## config.mk

```make
export PLATFORM = sky130hd
export DESIGN_NAME = ninjakun_vram_port
export DESIGN_NICKNAME = d
export VERILOG_FILES = /design/src/rtl/ninjakun_vram_port.sv
export SDC_FILE = /design/constraint.sdc
export NUM_CORES = 1
export LEC_CHECK = 0
export ABC_AREA = 1
export BUFFER_PORTS_ARGS = -buffer_cell sky130_fd_sc_hd__buf_2
export CAP_MARGIN = 0
export CORE_MARGIN = 2
export CORE_UTILIZATION = 41
export CTS_CLUSTER_SIZE = 16
export DETAILED_ROUTE_END_ITERATION = 10
export PLACE_DENSITY = 0.75
export SLEW_MARGIN = 25
export SYNTH_ARGS = -nofsm -noshare
export SYNTH_HDL_FRONTEND = slang
export SYNTH_SLANG_ARGS = --single-unit
```

## constraint.sdc

```tcl
create_clock -name CLK -period 1.15 [get_ports CLK]
set_input_delay 0.0575 -clock CLK [delete_from_list [all_inputs] [get_ports CLK]]
set_output_delay 0.0575 -clock CLK [all_outputs]
set_load 0.1 [all_outputs]
```

## src/rtl/ninjakun_vram_port.sv

```systemverilog
// ninjakun_vram_port: CPU-side video-RAM access port; holds the Z80 in WAIT until a VSLOT grant.
// Optional slot-wait timeout with sticky TMO flag when NINJAKUN_VRAM_TIMEOUT_EN is defined.
module ninjakun_vram_port #(
  parameter int AW = 11,
  parameter int DW = 8
`ifdef NINJAKUN_VRAM_TIMEOUT_EN
  ,
  parameter int TIMEOUT = 255
`endif
) (
  input  logic          CLK,
  input  logic          RESET_N,
  input  logic          CS_FGV,
  input  logic          CS_BGV,
  input  logic          CS_SPA,
  input  logic          CS_PAL,
  input  logic [AW-1:0] CPADR,
  input  logic [DW-1:0] CPDO,
  input  logic          CPRD,
  input  logic          CPWR,
  output logic [DW-1:0] CPDI,
  output logic          CPWAIT_N,
  input  logic          VSLOT,
  output logic [1:0]    RAM_SEL,
  output logic [AW-1:0] RAM_AD,
  output logic [DW-1:0] RAM_DO,
  output logic          RAM_WE,
  input  logic [DW-1:0] RAM_DI,
  output logic          BUSY
`ifdef NINJAKUN_VRAM_TIMEOUT_EN
  ,
  output logic          TMO
`endif
);

  typedef enum logic [1:0] {IDLE, REQ, ACC, DONE} state_t;

  state_t        state_reg, state_next;
  logic          wait_reg, wait_next;
  logic          we_reg, we_next;
  logic          wr_reg, wr_next;
  logic [1:0]    sel_reg, sel_next;
  logic [AW-1:0] ad_reg, ad_next;
  logic [DW-1:0] do_reg, do_next;
  logic [DW-1:0] cpdi_reg, cpdi_next;
`ifdef NINJAKUN_VRAM_TIMEOUT_EN
  logic [7:0]    cnt_reg, cnt_next;
  logic          tmo_reg, tmo_next;
`endif

  logic       req;
  logic [1:0] bank;

  assign req = (CS_FGV | CS_BGV | CS_SPA | CS_PAL) & (CPRD | CPWR);

  // Lowest-numbered bank wins when the decoder asserts several selects.
  always_comb begin
    bank = 2'd3;
    if (CS_FGV)      bank = 2'd0;
    else if (CS_BGV) bank = 2'd1;
    else if (CS_SPA) bank = 2'd2;
  end

  always_comb begin
    state_next = state_reg;
    wait_next  = wait_reg;
    we_next    = 1'b0;
    wr_next    = wr_reg;
    sel_next   = sel_reg;
    ad_next    = ad_reg;
    do_next    = do_reg;
    cpdi_next  = cpdi_reg;
`ifdef NINJAKUN_VRAM_TIMEOUT_EN
    cnt_next   = cnt_reg;
    tmo_next   = tmo_reg;
`endif
    case (state_reg)
      IDLE: begin
        if (req) begin
          sel_next   = bank;
          ad_next    = CPADR;
          do_next    = CPDO;
          wr_next    = CPWR;
          wait_next  = 1'b0;
          state_next = REQ;
`ifdef NINJAKUN_VRAM_TIMEOUT_EN
          cnt_next   = 8'd0;
`endif
        end
      end
      REQ: begin
        if (VSLOT) begin
          we_next    = wr_reg;
          state_next = ACC;
        end
`ifdef NINJAKUN_VRAM_TIMEOUT_EN
        // Give up on the slot: release the CPU without touching the RAM.
        else if (cnt_reg == 8'(TIMEOUT)) begin
          wait_next  = 1'b1;
          tmo_next   = 1'b1;
          state_next = DONE;
          if (!wr_reg) cpdi_next = '1;
        end else begin
          cnt_next = cnt_reg + 8'd1;
        end
`endif
      end
      ACC: begin
        if (!wr_reg) cpdi_next = RAM_DI;
        wait_next  = 1'b1;
        state_next = DONE;
      end
      DONE: begin
        // Wait for the strobes to drop so one CPU cycle gives one access.
        if (!(CPRD | CPWR)) state_next = IDLE;
      end
      default: state_next = IDLE;
    endcase
  end

  always_ff @(posedge CLK or negedge RESET_N) begin
    if (!RESET_N) begin
      state_reg <= IDLE;
      wait_reg  <= 1'b1;
      we_reg    <= 1'b0;
      wr_reg    <= 1'b0;
      sel_reg   <= 2'd0;
      ad_reg    <= '0;
      do_reg    <= '0;
      cpdi_reg  <= '0;
`ifdef NINJAKUN_VRAM_TIMEOUT_EN
      cnt_reg   <= 8'd0;
      tmo_reg   <= 1'b0;
`endif
    end else begin
      state_reg <= state_next;
      wait_reg  <= wait_next;
      we_reg    <= we_next;
      wr_reg    <= wr_next;
      sel_reg   <= sel_next;
      ad_reg    <= ad_next;
      do_reg    <= do_next;
      cpdi_reg  <= cpdi_next;
`ifdef NINJAKUN_VRAM_TIMEOUT_EN
      cnt_reg   <= cnt_next;
      tmo_reg   <= tmo_next;
`endif
    end
  end

  assign CPDI     = cpdi_reg;
  assign CPWAIT_N = wait_reg;
  assign RAM_SEL  = sel_reg;
  assign RAM_AD   = ad_reg;
  assign RAM_DO   = do_reg;
  assign RAM_WE   = we_reg;
  assign BUSY     = (state_reg != IDLE);
`ifdef NINJAKUN_VRAM_TIMEOUT_EN
  assign TMO      = tmo_reg;
`endif

endmodule

```

# Yosys cells after proc, flatten, opt, wreduce, memory -nomap -nowiden
# Index checks and enable logic that the tools add are counted.
[word_totals]
reg_bits = 34
latch_bits = 0
mem_bits_rw = 0
in_bits = 36
mem_count = 0
out_inout_bits = 32
mem_bits_ro = 0
[op_classes]
n_lt_le_gt_ge = 0
shift = 0
n_eq_ne = 6
reduce_logical = 7
bitwise_logic = 6
multipliers = 0
mux = 11
n_addsub = 0
div_mod_pow = 0
[ops]
columns = ["cell", "count"]
rows = [
  ["$mux W2", 5],
  ["$pmux W2 S4", 1],
  ["$ne A2 B2 Y1 const B", 3],
  ["$reduce_and A2 Y1", 3],
  ["$eq A2 B2 Y1 const B", 2],
  ["$mux W1", 4],
  ["$or A1 B1 Y1", 4],
  ["$reduce_bool A2 Y1", 2],
  ["$reduce_and A3 Y1", 1],
  ["$eq A2 B1 Y1 const B", 1],
  ["$logic_not A2 Y1", 1],
  ["$pmux W1 S2", 1],
  ["$and A1 B1 Y1", 1],
  ["$not A1 Y1", 1],
]

# Depth between registers and ports, before layout
[depth]
ltp_word = 6
ltp_mapped = 8
mapped_depth_nobuf = 8

# Worst setup path after synthesis
# OpenSTA, ideal clock, no wires.
[synth_timing]
kind = "flip-flop to output port"
start = "reg state_reg[0]"
end = "out BUSY"
path_slack_ps = -191
t_required_ps = 1092
stages_incl_launch_ff = 4
path_buffers = 0
t_arrival_ps = 1283
path_cell_list = "dfrtp_1 -> inv_1 -> ha_1 -> inv_1"
[synth_between]
elab_chain_cells = 1
[synth_rtl]
columns = ["item", "line", "text"]
rows = [
  ["from (decl)", "38", "state_t state_reg, state_next;"],
  ["from (signal assigned)", "136", "state_reg <= state_next;"],
  ["$reduce_bool A2 Y1", "157", "assign BUSY = (state_reg != IDLE);"],
  ["to (decl)", "29", "output logic BUSY"],
]
# No other way between the ends.

# Final worst setup path
[layout_timing]
start = "reg state_reg[1]"
end = "out BUSY"
# The elaborated chain is that of the path after synthesis.

==> metrics.txt <==
Non-Filler Instances approximately 310; Pre-antenna DRT Iters 4; boundary pin count 68; fin nets between 300 and 400; Synth warnings 0; clk sinks 34; area grow syn2layout 80.7%; Top FF cell, synth dfrtp_1; CTS Buffer Depth 2; final slew viol count 0; Final Cycle Share 121%; synth cell count leaders nand2_1 (75), dfrtp_1 (33), inv_1 (8), mux2_2 (8), ha_1 (4); Core Footprint between 3000 and 4000 µm²; DRC 0; Reg-to-Reg End RAM_AD[10]$_DFFE_PN0P_; dpl ws -0.122 ns; CTS tree yes; initial core utilization a little over two fifths; Die ar. 3990 µm²; Final Skew approximately 0.0064 ns; Post-Syn Area between 1000 and 1500 µm²; Die W 63.1 µm; Avg Cell Area, Syn a little under 10 µm²; final hold viol count 0; Post-synth EDFFs 0; largest cells by area after synthesis dfrtp_1 (58%), nand2_1 (20%), mux2_2 (6.3%); via/cell ratio about 4.5; first-pass GRT wire length a little under 7000 µm; CP Cell Sequence inv_2 > ha_4 > buf_6 > clkinvlp_4 > buf_12; Vias about 1400; Num CTS Buffers 5; diode count 0; initial antenna violation count 0; Syn Inst Count approximately 150; Die Y 63.1 µm; Max stage delay on crit path around 0.42 ns; Yosys top cell area share between 50% and 60%; FMAX between 0.7 and 0.8 GHz; Detailed Place HPWL 2430 µm; vias in the first global route about 1600; outcome finished with violations; Slew Limit Headroom approximately three quarters; fill count 206; final RePlAce weighted congestion approximately 0.87; Post-synth ARST share 100%; drt wl/cell about 14 µm; Worst-Skew Late Latency ~0.33 ns; global-route congestion overflow total 0; Worst Setup Start Kind flip-flop; Slew @ Worst Pin ~0.38 ns; final setup fails 34; Total Routed Length roughly 4300 µm; Root Driver clkbuf_4; Critical Path End Type primary output; minimum clock period between 1 and 1.5 ns; H-tree levels 2; final worst slack -0.237 ns; violated checks setup timing; WP data arrival 1.33 ns; fraction of layout cells with a size suffix above 1 53.6%; critical path class flip-flop to primary output; worst min-delay path category primary input to asynchronous set/reset pin; dominant cell type by area after synthesis dfrtp_1; Crit Path Max Fanout 2; RSZ-0062 raised after global routing true; Post-DRT Antenna Nets 0; Reg2Reg Depth 8; Max-cap violations 0; reg2reg setup slack -0.18 ns; required time of the critical path between 1 and 1.5 ns; row count 21; syn_nets 188; Seq/Total Area, Yosys between 50% and 60%; Worst-path clk slew 0.10 ns; Yosys reg bits 34; most frequent cell after synthesis nand2_1; initial DRC count 42; # port buffers 67; total track usage between 20% and 30%; post-synth cell types 17; Largest register FFs 11; R2R Path Start state_reg[1]$_DFFE_PN0P_; Crit-path slowest cell dfrtp_1; largest net degree at the start of global routing 20; Post-Place Cells 266
-- worst max-delay path by stage --
stage	startpoint	to
floorplan	state_reg[0]$_DFFE_PN0P_	CPDI[0]$_DFFE_PN0P_
global placement	state_reg[1]$_DFFE_PN0P_	RAM_AD[1]$_DFFE_PN0P_
detailed placement	state_reg[1]$_DFFE_PN0P_	state_reg[0]$_DFFE_PN0P_
CTS	state_reg[0]$_DFFE_PN0P_	BUSY
global route	state_reg[1]$_DFFE_PN0P_	BUSY
finish	state_reg[1]$_DFFE_PN0P_	BUSY
-- cells by family after synthesis --
group	Yosys count	synth area share, %
DFF	34	59.4
adders and majority gates	4	3.49
AOI/OAI and AO/OA	3	1.05
buffers and inverters	13	5.24
muxes	8	6.28
and+or+nand+nor	86	24.5
-- repair_timing --
action | CTS | global route
cloned | 1 | 0
setup endpoints to repair | 63 | 35
hold buffers | 33 | 0
hold endpoints to repair | 64 | 0
buffers inserted | 5 | 0
gates resized for setup | 42 | 10
pin swaps | 2 | 2
-- metal layers --
metal	vias up	share of wire (%)	global-route usage (%)
met5	-	0	0
met4	0	1.9	10.6
met3	10	5.3	5.54
met2	46	56	43.0
met1	657	37	23.5
li1	688	-	-
-- critical path: cells and delay by family, from the launching register on --
kind                     cells  cell delay, ns
buffers and inverters        4            0.43
flip-flops                   1            0.42
adder cells (fa/ha/maj)      1            0.14
-- cell type report --
type	count	area, µm²	area share (%)
multi-input cells	101	594	22.9
clock buffers	7	55.1	2.12
flip-flops and latches	34	888	34.3
inverters	9	40.0	1.55
well taps	46	57.6	2.22
clock inverters	1	5.00	0.193
repair buffers	115	951	36.7
-- metrics by stage --
step / hold slack (ns) / utilization [%] / setup TNS [ns] / area, µm²
2_1_floorplan: -0.238 / - / -0.102 / 1510
3_3_place_gp: -0.00759 / 59.9 / -1.57 / 2000
3_5_place_dp: -0.00548 / 59.9 / -2.70 / 2000
4_1_cts: 0.159 / 76.5 / -3.66 / 2550
5_1_grt: 0.168 / 77.7 / -7.15 / 2590
6_report: 0.159 / 77.7 / -5.02 / 2590
-- cell usage in the layout (no fill, tap or decap), drive strengths merged --
cell type / instances
a21oi: 2
nor2: 4
clkbuf: 7
dlygate4sd3: 33
inv: 8
o21ai: 1
ha: 4
or2: 1
mux2: 8
buf: 82
nand2: 78
nand3: 3
clkinvlp: 1
dfstp: 1
clkinv: 1
dfrtp: 33
Power is left out: the tool's default activity adds up to more than one toggle a clock period on the data nets, which glitch-free logic cannot reach.
